### src/rtl/player_status.sv
// player_status: per-player life/death tracker with a global game-over flag.
// Latency: every output is registered and reacts one clk after the qualifying edge.
// Backpressure: none; frame_tick_i is a strobe and each cycle it is high gets evaluated.
//
// Optional feature macro: PLAYER_GRACE_EN
//   defined   -> GRACE state with a frame-tick countdown after restart and after a non-fatal hit
//   undefined -> no GRACE state, no counter, in_grace_o tied low, restart lands in ALIVE
//
// Ports:
//   clk, rst_n     system clock, asynchronous active-low reset
//   frame_tick_i   one-cycle pulse per video frame; out-of-bounds evaluation strobe
//   restart_i      one-cycle pulse; starts a new game on every enabled channel
//   player_en_i    per-player enable; low forces the channel to DEAD with zero lives
//   height_i       packed top heights, player i at [i*HEIGHT_W +: HEIGHT_W]
//   lives_o        packed remaining lives, player i at [i*3 +: 3]
//   is_dead_o      1 = player dead or disabled
//   in_grace_o     1 = player currently invulnerable
//   hit_pulse_o    one-cycle pulse for every registered hit
//   game_over_o    1 = every channel is dead
module player_status #(
    parameter int N_PLAYERS    = 2,
    parameter int HEIGHT_W     = 9,
    parameter int TOP_LIMIT    = 10,
    parameter int BOTTOM_LIMIT = 420,
    parameter int LIVES        = 3,
    parameter int GRACE_FRAMES = 4
) (
    input  logic                            clk,
    input  logic                            rst_n,
    input  logic                            frame_tick_i,
    input  logic                            restart_i,
    input  logic [N_PLAYERS-1:0]            player_en_i,
    input  logic [N_PLAYERS*HEIGHT_W-1:0]   height_i,
    output logic [N_PLAYERS*3-1:0]          lives_o,
    output logic [N_PLAYERS-1:0]            is_dead_o,
    output logic [N_PLAYERS-1:0]            in_grace_o,
    output logic [N_PLAYERS-1:0]            hit_pulse_o,
    output logic                            game_over_o
);

    // ------------------------------------------------------------------
    // Elaboration-time parameter sanity checks
    // ------------------------------------------------------------------
    if (N_PLAYERS < 1 || N_PLAYERS > 8) begin : g_chk_players
        $error("player_status: N_PLAYERS must be 1..8");
    end
    if (LIVES < 1 || LIVES > 7) begin : g_chk_lives
        $error("player_status: LIVES must be 1..7");
    end
    if (GRACE_FRAMES < 1) begin : g_chk_grace
        $error("player_status: GRACE_FRAMES must be >= 1");
    end

    // Limits narrowed to the height bus so the compare is a plain unsigned
    // compare at the bus width.
    localparam logic [HEIGHT_W-1:0] TOP_H      = HEIGHT_W'(TOP_LIMIT);
    localparam logic [HEIGHT_W-1:0] BOTTOM_H   = HEIGHT_W'(BOTTOM_LIMIT);
    localparam logic [2:0]          LIVES_INIT = 3'(LIVES);

`ifdef PLAYER_GRACE_EN
    localparam int              CNT_W    = $clog2(GRACE_FRAMES + 1);
    localparam logic [CNT_W-1:0] CNT_INIT = CNT_W'(GRACE_FRAMES);

    typedef enum logic [1:0] {
        ST_DEAD  = 2'd0,
        ST_ALIVE = 2'd1,
        ST_GRACE = 2'd2
    } state_e;
`else
    typedef enum logic [0:0] {
        ST_DEAD  = 1'b0,
        ST_ALIVE = 1'b1
    } state_e;
`endif

    // ------------------------------------------------------------------
    // Per-channel state
    // ------------------------------------------------------------------
    state_e     state_q [N_PLAYERS];
    state_e     state_d [N_PLAYERS];
    logic [2:0] lives_q [N_PLAYERS];
    logic [2:0] lives_d [N_PLAYERS];
    logic       hit_q   [N_PLAYERS];
    logic       hit_d   [N_PLAYERS];
`ifdef PLAYER_GRACE_EN
    logic [CNT_W-1:0] cnt_q [N_PLAYERS];
    logic [CNT_W-1:0] cnt_d [N_PLAYERS];
`endif

    logic                 oob      [N_PLAYERS];
    logic [N_PLAYERS-1:0] dead_nxt;
    logic                 game_over_q;

    // Out-of-bounds detect per channel.
    always_comb begin
        for (int i = 0; i < N_PLAYERS; i++) begin
            oob[i] = (height_i[i*HEIGHT_W +: HEIGHT_W] < TOP_H) ||
                     (height_i[i*HEIGHT_W +: HEIGHT_W] > BOTTOM_H);
        end
    end

    // ------------------------------------------------------------------
    // Process 1: state registers
    // ------------------------------------------------------------------
    always_ff @(posedge clk or negedge rst_n) begin
        if (!rst_n) begin
            for (int i = 0; i < N_PLAYERS; i++) begin
                state_q[i] <= ST_DEAD;
                lives_q[i] <= 3'd0;
                hit_q[i]   <= 1'b0;
`ifdef PLAYER_GRACE_EN
                cnt_q[i]   <= '0;
`endif
            end
            // Every channel starts dead, so the game is over out of reset.
            game_over_q <= 1'b1;
        end else begin
            for (int i = 0; i < N_PLAYERS; i++) begin
                state_q[i] <= state_d[i];
                lives_q[i] <= lives_d[i];
                hit_q[i]   <= hit_d[i];
`ifdef PLAYER_GRACE_EN
                cnt_q[i]   <= cnt_d[i];
`endif
            end
            // Taken from next-state so it moves in the same cycle as is_dead_o.
            game_over_q <= &dead_nxt;
        end
    end

    // ------------------------------------------------------------------
    // Process 2: next-state logic
    // Priority: player_en low, then restart, then frame_tick evaluation.
    // ------------------------------------------------------------------
    always_comb begin
        dead_nxt = '0;
        for (int i = 0; i < N_PLAYERS; i++) begin
            state_d[i] = state_q[i];
            lives_d[i] = lives_q[i];
            hit_d[i]   = 1'b0;
`ifdef PLAYER_GRACE_EN
            cnt_d[i]   = cnt_q[i];
`endif
            if (!player_en_i[i]) begin
                // Disabled channels are parked in DEAD immediately, no tick needed.
                state_d[i] = ST_DEAD;
                lives_d[i] = 3'd0;
`ifdef PLAYER_GRACE_EN
                cnt_d[i]   = '0;
`endif
            end else if (restart_i) begin
                // A coincident frame_tick is dropped here on purpose.
                lives_d[i] = LIVES_INIT;
`ifdef PLAYER_GRACE_EN
                state_d[i] = ST_GRACE;
                cnt_d[i]   = CNT_INIT;
`else
                state_d[i] = ST_ALIVE;
`endif
            end else if (frame_tick_i) begin
                case (state_q[i])
                    ST_ALIVE: begin
                        if (oob[i]) begin
                            hit_d[i] = 1'b1;
                            if (lives_q[i] <= 3'd1) begin
                                state_d[i] = ST_DEAD;
                                lives_d[i] = 3'd0;
                            end else begin
                                lives_d[i] = lives_q[i] - 3'd1;
`ifdef PLAYER_GRACE_EN
                                state_d[i] = ST_GRACE;
                                cnt_d[i]   = CNT_INIT;
`endif
                                // Without grace the channel stays ALIVE and a
                                // persistent oob costs one life per tick.
                            end
                        end
                    end
`ifdef PLAYER_GRACE_EN
                    ST_GRACE: begin
                        // oob is ignored; leaving on the tick that sees 1
                        // makes GRACE last exactly GRACE_FRAMES ticks.
                        if (cnt_q[i] == CNT_W'(1)) begin
                            state_d[i] = ST_ALIVE;
                            cnt_d[i]   = '0;
                        end else begin
                            cnt_d[i]   = cnt_q[i] - CNT_W'(1);
                        end
                    end
`endif
                    default: begin
                        // DEAD ignores height; only restart revives it.
                    end
                endcase
            end
            dead_nxt[i] = (state_d[i] == ST_DEAD);
        end
    end

    // ------------------------------------------------------------------
    // Process 3: outputs, decoded from registered state only
    // ------------------------------------------------------------------
    always_comb begin
        lives_o     = '0;
        is_dead_o   = '0;
        in_grace_o  = '0;
        hit_pulse_o = '0;
        for (int i = 0; i < N_PLAYERS; i++) begin
            lives_o[i*3 +: 3] = lives_q[i];
            is_dead_o[i]      = (state_q[i] == ST_DEAD);
`ifdef PLAYER_GRACE_EN
            in_grace_o[i]     = (state_q[i] == ST_GRACE);
`endif
            hit_pulse_o[i]    = hit_q[i];
        end
    end

    assign game_over_o = game_over_q;

endmodule

### config.mk
export PLATFORM = sky130hd
export DESIGN_NAME = player_status
export DESIGN_NICKNAME = d
export VERILOG_FILES = /design/src/rtl/player_status.sv
export SDC_FILE = /design/constraint.sdc
export NUM_CORES = 1
export LEC_CHECK = 0
export ABC_AREA = 1
export BUFFER_PORTS_ARGS = -buffer_cell sky130_fd_sc_hd__buf_4
export CORE_MARGIN = 2
export CORE_UTILIZATION = 49
export DETAILED_ROUTE_END_ITERATION = 8
export GPL_TIMING_DRIVEN = 0
export HOLD_SLACK_MARGIN = 0.06
export MAX_ROUTING_LAYER = met4
export PLACE_DENSITY_LB_ADDON = 0.1
export SLEW_MARGIN = 15
export SYNTH_ARGS = -nofsm -noshare
export SYNTH_HDL_FRONTEND = slang
export SYNTH_SLANG_ARGS = --single-unit
### constraint.sdc
create_clock -name clk -period 1.73 [get_ports clk]
set_input_delay 0.346 -clock clk [delete_from_list [all_inputs] [get_ports clk]]
set_output_delay 0.346 -clock clk [all_outputs]
set_load 0.02 [all_outputs]
# Word level (Yosys, flattened, before mapping)
# Cells that the tools add are included.
word_totals:
  regBits: 11
  output_inout_bits: 13
  word_cells: 64
op_classes:
  addsub: 2
  n_lt_le_gt_ge: 6
  eq_ne: 6
  muxes: 34
  bitwise: 4
  reduce_logical: 5
op_table:
  columns: ["cell", "count"]
  rows:
  - ["two-way mux 3 bit", 12]
  - ["two-way mux 1 bit", 22]
  - ["greater-than comparator 9 bit (second input constant)", 2]
  - ["less-than comparator 9 x 4 -> 1 bit (second input constant)", 2]
  - ["inequality test 3 x 2 -> 1 bit (second input constant)", 4]
  - ["less-or-equal comparator 3 x 1 -> 1 bit (second input constant)", 2]
  - ["inequality test 3 bit (second input constant)", 2]
  - ["AND reduction 3 bit", 2]
  - ["subtractor 3 x 1 -> 3 bit (second input constant)", 2]
  - ["inverter 1 bit", 4]
  - ["logical OR 1 bit", 2]
  - ["AND reduction 2 bit", 1]

# Longest topological paths before layout
depth:
  ltp_word: 9
  ltp_mapped: 13
  mapped_depth_nobuf: 13

# Worst setup path after synthesis
# Ideal clock, no wire load.
synth_path:
  path_type: "flip-flop to flip-flop"
  startpoint: "register lives_q (netlist bit lives_o[4])"
  endpoint: "register lives_q (netlist bit lives_o[4])"
  arrival_time_ps: 1213
  slack_ps: 441
  path_stages_with_launch: 9
  n_path_buf: 0
  period_less_slack_ps: 1289
  path_cell_list: "dfrtp_1 > inv_2 > ha_1 > a21oi_1 > nor2_1 > nor2_1 > o21a_1 > nand2_1 > o21ai_1"
synth_via:
  elab_chain_cells: 7
  elab_cells_between_ends: 8
synth_lines:
  columns: ["element", "line_no", "text"]
  rows:
  - ["start, declared", "81", "logic [2:0] lives_q [N_PLAYERS];"]
  - ["start signal, assigned by index", "120", "lives_q[i] <= lives_d[i];"]
  - ["subtractor 3 x 1 -> 3 bit or less-or-equal comparator 3 x 1 -> 1 bit (tied branches)", "169, 165", null]
  - ["two-way mux 3 bit (*)", "165", "if (lives_q[i] <= 3'd1) begin"]
  - ["two-way mux 3 bit (*)", "163", "if (oob[i]) begin"]
  - ["two-way mux 3 bit (*)", "161", "case (state_q[i])"]
  - ["two-way mux 3 bit (*)", "160", "end else if (frame_tick_i) begin"]
  - ["two-way mux 3 bit (*)", "151", "end else if (restart_i) begin"]
  - ["two-way mux 3 bit (*)", "144", "if (!player_en_i[i]) begin"]
# Mark *: on every way between the ends. The rest lies on a longest branch, timed or not. The select of a mux whose other input is x is not followed.
# A chain may end at the register's enable or synchronous reset.

# Worst setup path after layout
layout_path:
  startpoint: "register lives_q (netlist bit lives_o[3])"
  endpoint: "register lives_q (netlist bit lives_o[4])"
# The elaborated chain is that of the path after synthesis.

==> results.yml <==
critical_path:
  worstSetupPathDepth: 7
  worstSetupStartpointType: "flop"
  worst-r2r-cell-count: 7
  cp_max_fo: 3
  worstPathCellList: "ha_1, a21oi_1, nor2_1, nor2_1, o21a_1, nand2_1, o21ai_1"
  r2r_slack_ns: 0.42
  end_kind: "flop"
  worstSetupPathType: "reg2reg"
  path_buf_inv: 0
  slowest_stage: "dfrtp_1"
  crit_required_ns: 1.92
  critical_path_arrival_ns: 1.51
  crit_family: "flip-flops"
  cp_common_cell: "nor2_1"
  critPathMaxStageDelay_ns: 0.40
timing:
  tns_ns: 0
  clock.fmax_mhz: 762
  setup_viol: 0
  final_hold_viol_count: 0
  slew_violations: 0
  fin_skew_ns: 0.00704
  fin_ws_ns: 0.418
  layout_min_cycle_time_ns: 1.31
  min_period_over_period: 0.759
  rsz0062_at_grt: "false"
route:
  via_per_inst: 4.76
  drtPass1Iterations: 4
  antenna_left: 0
  drt-total-wl_mm: 1.71
  via_count: 847
  post_drt_wl_per_cell_um: 9.60
  drcViolationCount: 0
  first_iter_violations: 15
yosys:
  synthesis.area_um2: 831
  synth_seq_cells: 11
  ys_warn_count: 0
  synth.distinct_cells: 22
  avgSynthCellArea_um2: 6.81
  yosysSeqAreaShare: 0.333
  synthCells: 122
clocking:
  cts_tree: "yes"
  root_buffer: "clkbuf_4"
  cts.hold.buffers_added: 1
  cts_buffers: 3
  cts-resized-gates: 0
  clk_pin_slew_ns: 0.07
  clock_latency_ns: 0.27
  cts_buffer_depth: 2
  htreeDepth: 1
  post_cts_buffers: 0
  clkSinkCount: 11
global_route:
  antenna_found_initial: 0
  grt_pass1_vias: 801
  track_usage: 0.217
  grt_max_degree: 12
  grt_pass1_wl_mm: 3.10
  grt_overflow: 0
floorplanning:
  core-area_um2: 1540
  io_pins: 37
  dieArea_um2: 2040
  core.rowCount: 14
  fp.dieW_um: 45.2
  start_util: 0.539
  die_y_um: 45.2
placed_design:
  gp_congestion: 0.834
  io_buffers: 34
  post-place-ws_ns: 0.424
  dp_hpwl_mm: 1.42
finish:
  nets: 190
  final_common_cell: "buf_4"
  layout_common_cells: "36 x buf_4, 32 x nand2_1, 20 x inv_1"
  antenna_cells: 0
  drive_gt1_frac: 0.333
  area_growth_syn_to_layout_pct: 38.0
run:
  maxCapViolations: 0
run_status:
  status: "finished, final reports clean"
hold_path:
  hold_path.class: "in2reg"
  hold_depth: 3
pwr:
  leakage_nw: 0.634
  peakVddDrop_mv: 0.509
  p_switching_mw: 0.242
  p_int_mw: 0.482
  p_sw_frac: 0.334
  seq_power_share: 0.407
  pwr-share-comb: 0.350
  p_clk_frac: 0.242
  powerDensity_nw_per_um2: 631
through the flow:
step / area, um^2 / instances / utilization / power, mW / hold WS [ns]
4_1_cts: 1150 / 178 / 0.744 / 0.738 / 0.303
6_report: 1150 / 178 / 0.744 / 0.724 / 0.312
3_3_place_gp: 1110 / 173 / 0.720 / 0.547 / 0.186
3_5_place_dp: 1110 / 173 / 0.720 / 0.553 / 0.190
2_1_floorplan: 835 / 123 / - / 0.445 / 0.0504
5_1_grt: 1150 / 178 / 0.744 / 0.786 / 0.312
tightest hold or removal path, cell delays in order:
cell     delay [ns]
buf_4          0.09
nand2_1        0.06
inv_1          0.05
cells by family after synthesis:
| group | Yosys count | share of synthesized area |
|---|---|---|
| DFF | 11 | 0.333 |
| buffers and inverters | 24 | 0.117 |
| and+or+nand+nor | 69 | 0.405 |
| xor gates and xnor gates | 1 | 0.0105 |
| adders and majority gates | 3 | 0.0452 |
| AOI/OAI and AO/OA | 13 | 0.0843 |
| other | 1 | 0.00451 |
state kept, by name (all words and copies together) (netlist names):
signal / cells
hit_pulse_o: 2
state_q: 2
game_over_o: 1
lives_o: 6
Yosys cell counts:
cell type / instances / share of area
o21a_1: 1 / 0.0090
buf_4: 2 / 0.018
nor3_1: 4 / 0.024
dfrtp_1: 10 / 0.30
a211oi_1: 1 / 0.0090
nand3_1: 6 / 0.036
ha_1: 3 / 0.045
conb_1: 1 / 0.0045
nor2_2: 2 / 0.015
dfstp_2: 1 / 0.032
a21oi_1: 4 / 0.024
xnor2_1: 1 / 0.011
nor2_4: 2 / 0.027
nand2_4: 2 / 0.027
nor2_1: 15 / 0.068
nand3_2: 4 / 0.048
nand2_1: 32 / 0.14
nand2_2: 2 / 0.015
inv_2: 2 / 0.0090
o21ai_0: 3 / 0.018
o21ai_1: 4 / 0.024
inv_1: 20 / 0.090
worst paths after layout:
kind	start	endpoint
hold / removal	player_en_i[1]	state_q[0]
setup / recovery	lives_o[3]	lives_o[4]
hold reg to reg	lives_o[4]	lives_o[4]
setup reg to reg	lives_o[3]	lives_o[4]
max in group asynchronous	rst_n	game_over_o
min in group asynchronous	rst_n	lives_o[2]
layout make-up:
type / count / area [um^2]
plain buffers: 2 / 15.0
clock buffers: 4 / 26.3
fillers: 134 / 395
inverters: 22 / 82.6
multi-input cells: 88 / 460
flip-flops and latches: 11 / 277
well taps: 16 / 20.0
repair buffers: 35 / 265
layer usage:
metal  global-route usage  share of wire  vias to the layer above
li1                     -              -                      454
met1                0.241           0.42                      371
met2                0.363           0.52                       20
met3               0.0720          0.052                        2
met4               0.0765         0.0059                        0
met5                    -              0                        -
power groups by stage:
stage | registers (mW) | clock network [mW] | logic (mW)
after CTS | 0.295 | 0.187 | 0.256
after global routing | 0.297 | 0.200 | 0.289
final | 0.295 | 0.175 | 0.253
after floorplan | 0.320 | 0 | 0.126
after detailed placement | 0.300 | 0 | 0.253
after global placement | 0.299 | 0 | 0.248
(Power assumes the default switching activity.)
